[config.mk]
export PLATFORM = sky130hd
export DESIGN_NAME = chu_vga_capture_core
export DESIGN_NICKNAME = d
export VERILOG_FILES = /design/src/rtl/chu_vcap_pkg.sv /design/src/rtl/chu_vcap_fifo.sv /design/src/rtl/chu_vga_capture_core.sv
export SDC_FILE = /design/constraint.sdc
export NUM_CORES = 1
export LEC_CHECK = 0
export ABC_CLOCK_PERIOD_IN_PS = 2600
export CORE_MARGIN = 4
export CORE_UTILIZATION = 45
export DETAILED_ROUTE_END_ITERATION = 16
export PLACE_DENSITY = 0.75
export SYNTH_ARGS = -nofsm -noshare
export SYNTH_HDL_FRONTEND = slang
export SYNTH_SLANG_ARGS = --single-unit
export TNS_END_PERCENT = 5
[constraint.sdc]
create_clock -name clk -period 2.6 [get_ports clk]
set_input_delay 0.65 -clock clk [delete_from_list [all_inputs] [get_ports clk]]
set_output_delay 0.65 -clock clk [all_outputs]
set_load 0.005 [all_outputs]
[src/rtl/chu_vcap_pkg.sv]
// Shared types and constants for the VGA capture core.
package chu_vcap_pkg;

  // Capture FSM states (WAIT_VS, IN_VS, V_BACK, H_BACK, H_ACT, H_WAIT).
  typedef enum logic [2:0] {
    StWaitVs,
    StInVs,
    StVBack,
    StHBack,
    StHAct,
    StHWait
  } vcap_state_t;

  // ctrl_reg bit positions and its slot address.
  localparam int unsigned CtrlEnBit     = 0;
  localparam int unsigned CtrlOvfClrBit = 1;
  localparam logic [1:0]  CtrlAddr      = 2'd0;

endpackage

[src/rtl/chu_vcap_fifo.sv]
// Register-based synchronous FIFO for captured pixels. Output data comes straight
// from the storage registers; a push into a full FIFO is accepted only when a pop
// frees the slot in the same cycle, otherwise the word is dropped.
module chu_vcap_fifo #(
  parameter int unsigned Width = 13,
  parameter int unsigned AddrW = 4
) (
  input  logic             clk_i,
  input  logic             rst_ni,
  input  logic             push_i,
  input  logic             pop_i,
  input  logic [Width-1:0] wdata_i,
  output logic [Width-1:0] rdata_o,
  output logic             full_o,
  output logic             empty_o,
  output logic             drop_o
);

  localparam int unsigned Depth = 2 ** AddrW;

  logic [Width-1:0] mem_q [Depth];
  logic [Width-1:0] mem_d [Depth];
  logic [AddrW:0]   wr_ptr_q, wr_ptr_d;
  logic [AddrW:0]   rd_ptr_q, rd_ptr_d;
  logic             do_pop, do_write;

  // Flags, accept/drop decision and next pointer/storage values.
  always_comb begin
    empty_o  = (wr_ptr_q == rd_ptr_q);
    full_o   = (wr_ptr_q[AddrW] != rd_ptr_q[AddrW]) &&
               (wr_ptr_q[AddrW-1:0] == rd_ptr_q[AddrW-1:0]);
    do_pop   = pop_i && !empty_o;
    do_write = push_i && (!full_o || do_pop);
    drop_o   = push_i && !do_write;
    wr_ptr_d = wr_ptr_q + (AddrW + 1)'(do_write);
    rd_ptr_d = rd_ptr_q + (AddrW + 1)'(do_pop);
    mem_d    = mem_q;
    if (do_write) begin
      mem_d[wr_ptr_q[AddrW-1:0]] = wdata_i;
    end
  end

  assign rdata_o = mem_q[rd_ptr_q[AddrW-1:0]];

  // Storage and pointers; storage is cleared so the output reads 0 in reset.
  always_ff @(posedge clk_i or negedge rst_ni) begin
    if (!rst_ni) begin
      wr_ptr_q <= '0;
      rd_ptr_q <= '0;
      for (int i = 0; i < Depth; i++) begin
        mem_q[i] <= '0;
      end
    end else begin
      wr_ptr_q <= wr_ptr_d;
      rd_ptr_q <= rd_ptr_d;
      mem_q    <= mem_d;
    end
  end

endmodule

[src/rtl/chu_vga_capture_core.sv]
// VGA frame capture: follows the incoming sync signals, pushes every active pixel
// as {rgb, frame_start} into a small FIFO and streams it out with valid/ready.
// Optional build macro VCAP_OVERFLOW_EN adds the sticky overflow flag and its
// ctrl bit1 clear; without it overflow reads 0 but full-FIFO pixels still drop.
module chu_vga_capture_core
  import chu_vcap_pkg::*;
#(
  parameter int unsigned CD      = 12,
  parameter int unsigned HMAX    = 640,
  parameter int unsigned VMAX    = 480,
  parameter int unsigned H_BP    = 48,
  parameter int unsigned V_BP    = 33,
  parameter int unsigned FIFO_AW = 4
) (
  input  logic          clk,
  input  logic          reset,
  input  logic          pix_tick,
  input  logic          hsync_in,
  input  logic          vsync_in,
  input  logic [CD-1:0] rgb_in,
  input  logic          cs,
  input  logic          write,
  input  logic [13:0]   addr,
  input  logic [31:0]   wr_data,
  output logic [CD:0]   so_data,
  output logic          so_valid,
  input  logic          so_ready,
  output logic          overflow
);

  // Porch counter starts at 1 on entry to H_BACK because the hsync rising-edge
  // tick is itself the first back-porch tick (assumes H_BP >= 2).
  localparam logic [9:0] HBpLast = 10'(H_BP - 1);
  localparam logic [9:0] VBpLast = 10'(V_BP - 1);
  localparam logic [9:0] XLast   = 10'(HMAX - 1);
  localparam logic [9:0] YLast   = 10'(VMAX - 1);

  vcap_state_t state_q, state_d;
  logic [9:0]  x_q, x_d, y_q, y_d, cnt_q, cnt_d;
  logic        en_q, en_d;
  logic        hs_q, hs_d, vs_q, vs_d;
  logic        ctrl_wr, hs_rise, vs_rise, vs_fall;
  logic        push, frame_start;
  logic        fifo_full, fifo_empty, drop;

  // Control register write decode and sync sampling on pixel ticks.
  always_comb begin
    ctrl_wr = cs && write && (addr[1:0] == CtrlAddr);
    en_d    = ctrl_wr ? wr_data[CtrlEnBit] : en_q;
    hs_d    = pix_tick ? hsync_in : hs_q;
    vs_d    = pix_tick ? vsync_in : vs_q;
    hs_rise = pix_tick && !hs_q && hsync_in;
    vs_rise = pix_tick && !vs_q && vsync_in;
    vs_fall = pix_tick && vs_q && !vsync_in;
  end

  // State register.
  always_ff @(posedge clk or negedge reset) begin
    if (!reset) begin
      state_q <= StWaitVs;
    end else begin
      state_q <= state_d;
    end
  end

  // Next state plus the porch and x/y counters that steer it; enable=0 wins,
  // then a vsync fall restarts the frame from any state.
  always_comb begin
    state_d = state_q;
    x_d     = x_q;
    y_d     = y_q;
    cnt_d   = cnt_q;
    if (!en_d) begin
      state_d = StWaitVs;
    end else if (vs_fall) begin
      state_d = StInVs;
      x_d     = '0;
      y_d     = '0;
    end else begin
      unique case (state_q)
        StWaitVs: state_d = StWaitVs;
        StInVs: begin
          if (vs_rise) begin
            state_d = StVBack;
            cnt_d   = '0;
          end
        end
        StVBack: begin
          if (hs_rise) begin
            if (cnt_q == VBpLast) begin
              state_d = StHBack;
              y_d     = '0;
              cnt_d   = 10'd1;
            end else begin
              cnt_d = cnt_q + 10'd1;
            end
          end
        end
        StHBack: begin
          if (pix_tick) begin
            if (cnt_q >= HBpLast) begin
              state_d = StHAct;
              x_d     = '0;
            end else begin
              cnt_d = cnt_q + 10'd1;
            end
          end
        end
        StHAct: begin
          if (pix_tick) begin
            if (x_q == XLast) begin
              state_d = StHWait;
              x_d     = '0;
            end else begin
              x_d = x_q + 10'd1;
            end
          end
        end
        StHWait: begin
          if (hs_rise) begin
            if (y_q == YLast) begin
              state_d = StWaitVs;
            end else begin
              state_d = StHBack;
              y_d     = y_q + 10'd1;
              cnt_d   = 10'd1;
            end
          end
        end
        default: state_d = StWaitVs;
      endcase
    end
  end

  // FSM outputs: push one word per active pixel tick.
  always_comb begin
    push        = (state_q == StHAct) && pix_tick && en_d && !vs_fall;
    frame_start = (x_q == '0) && (y_q == '0);
  end

  // Counters, enable bit and sync sample registers.
  always_ff @(posedge clk or negedge reset) begin
    if (!reset) begin
      x_q   <= '0;
      y_q   <= '0;
      cnt_q <= '0;
      en_q  <= 1'b0;
      hs_q  <= 1'b1;
      vs_q  <= 1'b1;
    end else begin
      x_q   <= x_d;
      y_q   <= y_d;
      cnt_q <= cnt_d;
      en_q  <= en_d;
      hs_q  <= hs_d;
      vs_q  <= vs_d;
    end
  end

  chu_vcap_fifo #(
    .Width(CD + 1),
    .AddrW(FIFO_AW)
  ) u_fifo (
    .clk_i  (clk),
    .rst_ni (reset),
    .push_i (push),
    .pop_i  (so_ready),
    .wdata_i({rgb_in, frame_start}),
    .rdata_o(so_data),
    .full_o (fifo_full),
    .empty_o(fifo_empty),
    .drop_o (drop)
  );

  assign so_valid = !fifo_empty;

`ifdef VCAP_OVERFLOW_EN
  logic ovf_q, ovf_d;

  // Sticky dropped-pixel flag; a ctrl write with bit1 set clears it.
  always_comb begin
    ovf_d = ovf_q;
    if (drop) begin
      ovf_d = 1'b1;
    end
    if (ctrl_wr && wr_data[CtrlOvfClrBit]) begin
      ovf_d = 1'b0;
    end
  end

  // Overflow flag register.
  always_ff @(posedge clk or negedge reset) begin
    if (!reset) begin
      ovf_q <= 1'b0;
    end else begin
      ovf_q <= ovf_d;
    end
  end

  assign overflow = ovf_q;

  logic unused_bits;
  assign unused_bits = ^{wr_data[31:2], addr[13:2], fifo_full};
`else
  assign overflow = 1'b0;

  logic unused_bits;
  assign unused_bits = ^{wr_data[31:1], addr[13:2], fifo_full, drop};
`endif

endmodule

==> flow_results.org <==
** Outcome
- The run finished, with violations left.
- The final reports fail on negative setup slack.

** Setup path
- In this run the worst path has a maximum fanout of 5.
- Endpoint kind of the worst setup timing path :: primary output
- In this design, the stage delay of the slowest critical-path cell is 520 ps.
- The signal on the critical path passes through buf_12 -> buf_8 -> buf_12 -> mux4_2 -> mux4_2 -> buf_2.
- Category of cells accounting for the largest share of critical-path delay :: multiplexers
- Data on the critical path is required at its endpoint by just under 2000 ps.
- Critical path arrival :: between 2000 and 3000 ps
- The worst setup path is launched from a flip-flop.
- In this run the critical register-to-register path is launched from u_fifo.rd_ptr_q[0].
- Together, buffers and inverters on the worst path number 4.
- On the critical path, the stage with the largest delay is an instance of mux4_2.
- The critical path in this run is classified as flip-flop to primary output.
- Startpoint of the worst setup timing path :: u_fifo.rd_ptr_q[0]

** Pwr
- P_leak :: around 0.0070 uW
- Overall power :: just over 10000 uW
- Internal Pwr Total :: between 7000 and 8000 uW
- The share of total power dissipated in the clock network is 0.375.
- The share of total power dissipated in sequential elements is 0.402.
- Switching Share :: 0.271
- In this run the power density over the cells is 695 nW/um^2.
- For this design the total switching power over the nets is 2800 uW.
- VDD sags by at most 0.000458 V.
- Of the total power, combinational logic draws 0.223.

** Routing
- Drt pass-1 iters :: 4
- Average wire per standard cell :: between 20 and 25 um
- Total number of vias :: a little under 8000
- Avg Vias per Cell :: between 5 and 6
- For this run, design rule violations remaining after detail routing come to 0.
- Detail Route Antenna Nets :: 0
- Number of DRC violations after detailed-routing iteration 0 :: 587
- Total length of routed wires :: ~28 mm

** Floorplan
- Initial standard-cell utilization of the core :: 0.459
- DIE WIDTH :: between 150 and 200 um
- Total Die Area :: between 30000 and 40000 um^2
- Core Rows :: 60
- I/O pin count :: between 80 and 90
- Core Region :: approximately 27000 um^2
- The floorplan step set the die height to between 150 and 200 um.

** Clock network
- Max Root-Sink Buffers :: 3
- CTS tree :: built
- The root buffer cell chosen for the clock tree is clkbuf_16.
- Number of buffers inserted during clock tree synthesis :: 27
- CTS saw ~250 sinks.
- Clock-pin slew reported for the worst setup and hold paths after clock tree synthesis :: ~60 ps
- In this run the number of H-tree levels came out at 1.
- Clock network latency to the later pin of the worst-skew pair :: about 550 ps

** Timing
- The final-report hold violation count came to 0.
- The final number of max-transition violations was 0.
- Setup violations remaining at the end of the flow were counted as between 200 and 250.
- Headroom to the max-slew limit came out at 0.625.
- Subtracting the final worst setup slack from the clock period gives about 3200 ps.
- On the final layout, the worst clock skew is around 23 ps.
- Based on the critical path, the design can be clocked at up to around 0.31 GHz.
- Final critical-path setup slack :: -593 ps
- Part of the cycle the worst path needs :: 1.23
- Actual slew at the worst max-slew pin :: roughly 560 ps
- Setup repair after global routing could not meet its margin everywhere.

** Global routing
- Total global routing overflow :: 0
- Entering global routing, the biggest net connects between 70 and 80 pins.
- Antenna violations before repair :: 2
- In the global route stage, overall resource usage came out at 0.185.
- The number of global-route vias before repair is 8125.
- Global-route wire length before repair :: around 45 mm

** Synth
- Each instance of the synthesized netlist takes up on average between 10 and 15 um^2.
- Synth Register Bits :: approximately 250
- Commonest register cell after synthesis :: dfrtp_1
- Synthesis produced a netlist whose cell count is between 800 and 900.
- The synthesized netlist occupies a cell area of around 12000 um^2.
- Ys async rst share :: 1.00
- Fraction of the yosys area taken by sequential cells :: 0.511
- Synth top area cells :: dfrtp_1 51%, mux2_2 18%, mux4_2 12%
- Warnings, synthesis :: 0
- Dominant cell type by area after synthesis :: dfrtp_1
- The number of nets handed over by synthesis was 951.
- Yosys mapped the design onto 70 distinct sky130hd cell types.
- Area share of the leading cell type in the synthesized netlist :: 0.507
- The synthesized design contains 0 enable-type register cells.

** Final layout
- The final layout contains about 1000 nets.
- Leading cell type in the layout, fill and taps excluded :: dfrtp_1
- The top cell types in the final layout, fill and taps aside, are 250 x dfrtp_1, 203 x mux2_2, 65 x mux4_2.
- Share of cells above drive strength 1 :: 0.450
- After routing the design area is around 15000 um^2.
- The repair_antennas step left the layout with diodes totalling 0.
- Relative to the synthesized area, the layout overhead comes to 19.6%.

** Placement
- In this run the cell area measured after placement is ~14000 um^2.
- Summed over all nets, the half-perimeter wirelength after detailed placement is 17.1 mm.
- Placer Congestion :: around 0.84
- Buffers placed on the I/O ports in this run total 36.

** Flow run
- Number of maximum-capacitance constraint violations :: 0

** Worst hold path
- In this run the worst hold path is classified as primary input to async pin.
layer usage:
layer  GRT usage  share of wire  up-vias  routed length [um]
met2       0.306           0.49      155               13800
met1       0.256           0.44     4052               12300
met4      0.0406          0.019        4                 532
met5           0        0.00079        -                  22
li1            -              -     3468                   -
met3      0.0391          0.046       48                1290
flip-flops by register name, summed over array words and instances, names as in the netlist:
| register | cells |
|---|---|
| u_fifo.wr_ptr_q | 5 |
| vs_q | 1 |
| y_q | 10 |
| en_q | 1 |
| x_q | 10 |
| cnt_q | 10 |
| hs_q | 1 |
| state_q | 3 |
| u_fifo.mem_q | 208 |
| u_fifo.rd_ptr_q | 5 |
power by group through the flow:
stage	Clock (uW)	Sequential [uW]	Combinational, uW
6_report	3880	4160	2310
3_5_place_dp	0	4240	1770
4_1_cts	3960	4160	2360
2_1_floorplan	0	4130	1130
5_1_grt	4130	4170	2460
3_3_place_gp	0	4240	1750
cell type report:
| cell class | count | area [um^2] |
|---|---|---|
| Sequential cell | 254 | 6360 |
| Multi-Input combinational cell | 544 | 5710 |
| Tap cell | 372 | 465 |
| Fill cell | 2137 | 12200 |
| Clock buffer | 40 | 785 |
| Timing Repair Buffer | 120 | 1400 |
| Clock inverter | 9 | 115 |
| Inverter | 13 | 48.8 |
path summary, 6_finish.rpt:
path | to | slack [ps] | cells after the start
setup / recovery | so_data[12] | -590 | 6
hold / removal | u_fifo.mem_q[35] | 10 | 1
setup reg to reg | u_fifo.mem_q[41] | -350 | 13
hold reg to reg | u_fifo.mem_q[68] | 490 | 1
max in group asynchronous | u_fifo.mem_q[16] | 1850 | 2
min in group clk | u_fifo.mem_q[68] | 490 | 1
cell families after synthesis:
kind of cell,Yosys count,synth area share
AND/OR/NAND/NOR,160,0.0776
adder cells (fa/ha/maj),10,0.0101
multiplexers,278,0.310
other,1,0.000301
XOR/XNOR,11,0.00774
AO/OA/AOI/OAI,84,0.0510
flip-flops,254,0.511
buffers and inverters,77,0.0327
cells in the mapped netlist (all sizes together) (3+ instances only):
cell / count
a211oi: 4
and3b: 4
nand2b: 11
xor2: 6
a21oi: 12
a32o: 8
mux4: 65
a211o: 8
nand3: 28
nor3: 11
dfrtp: 252
nor2: 32
mux2: 210
mux2i: 3
xnor2: 5
and3: 6
and2: 8
nand2: 29
nand4: 8
ha: 10
o31ai: 4
o21ai: 15
nor2b: 5
clkbuf: 27
a31oi: 8
inv: 13
nor4: 4
buf: 37
metrics by stage:
step,worst slack (ps),util,cells,hold WS [ps],TNS (ps)
floorplan,18.2,-,875,354,0
global placement,-310,0.507,1289,469,-39280
detailed placement,-357,0.507,1289,475,-49610
CTS,-631,0.550,1354,12.6,-47240
global route,-660,0.549,1352,24.9,-71420
finish,-593,0.549,1352,12.1,-45680
what timing repair did:
action	in CTS	in global routing
cloned	5	1
pin swaps	13	1
hold buffers	0	0
setup endpoints to repair	25	228
endpoints found under the hold margin	0	0
gates resized for setup	74	8
setup buffers	12	1
Power figures use the tool's default switching activity.
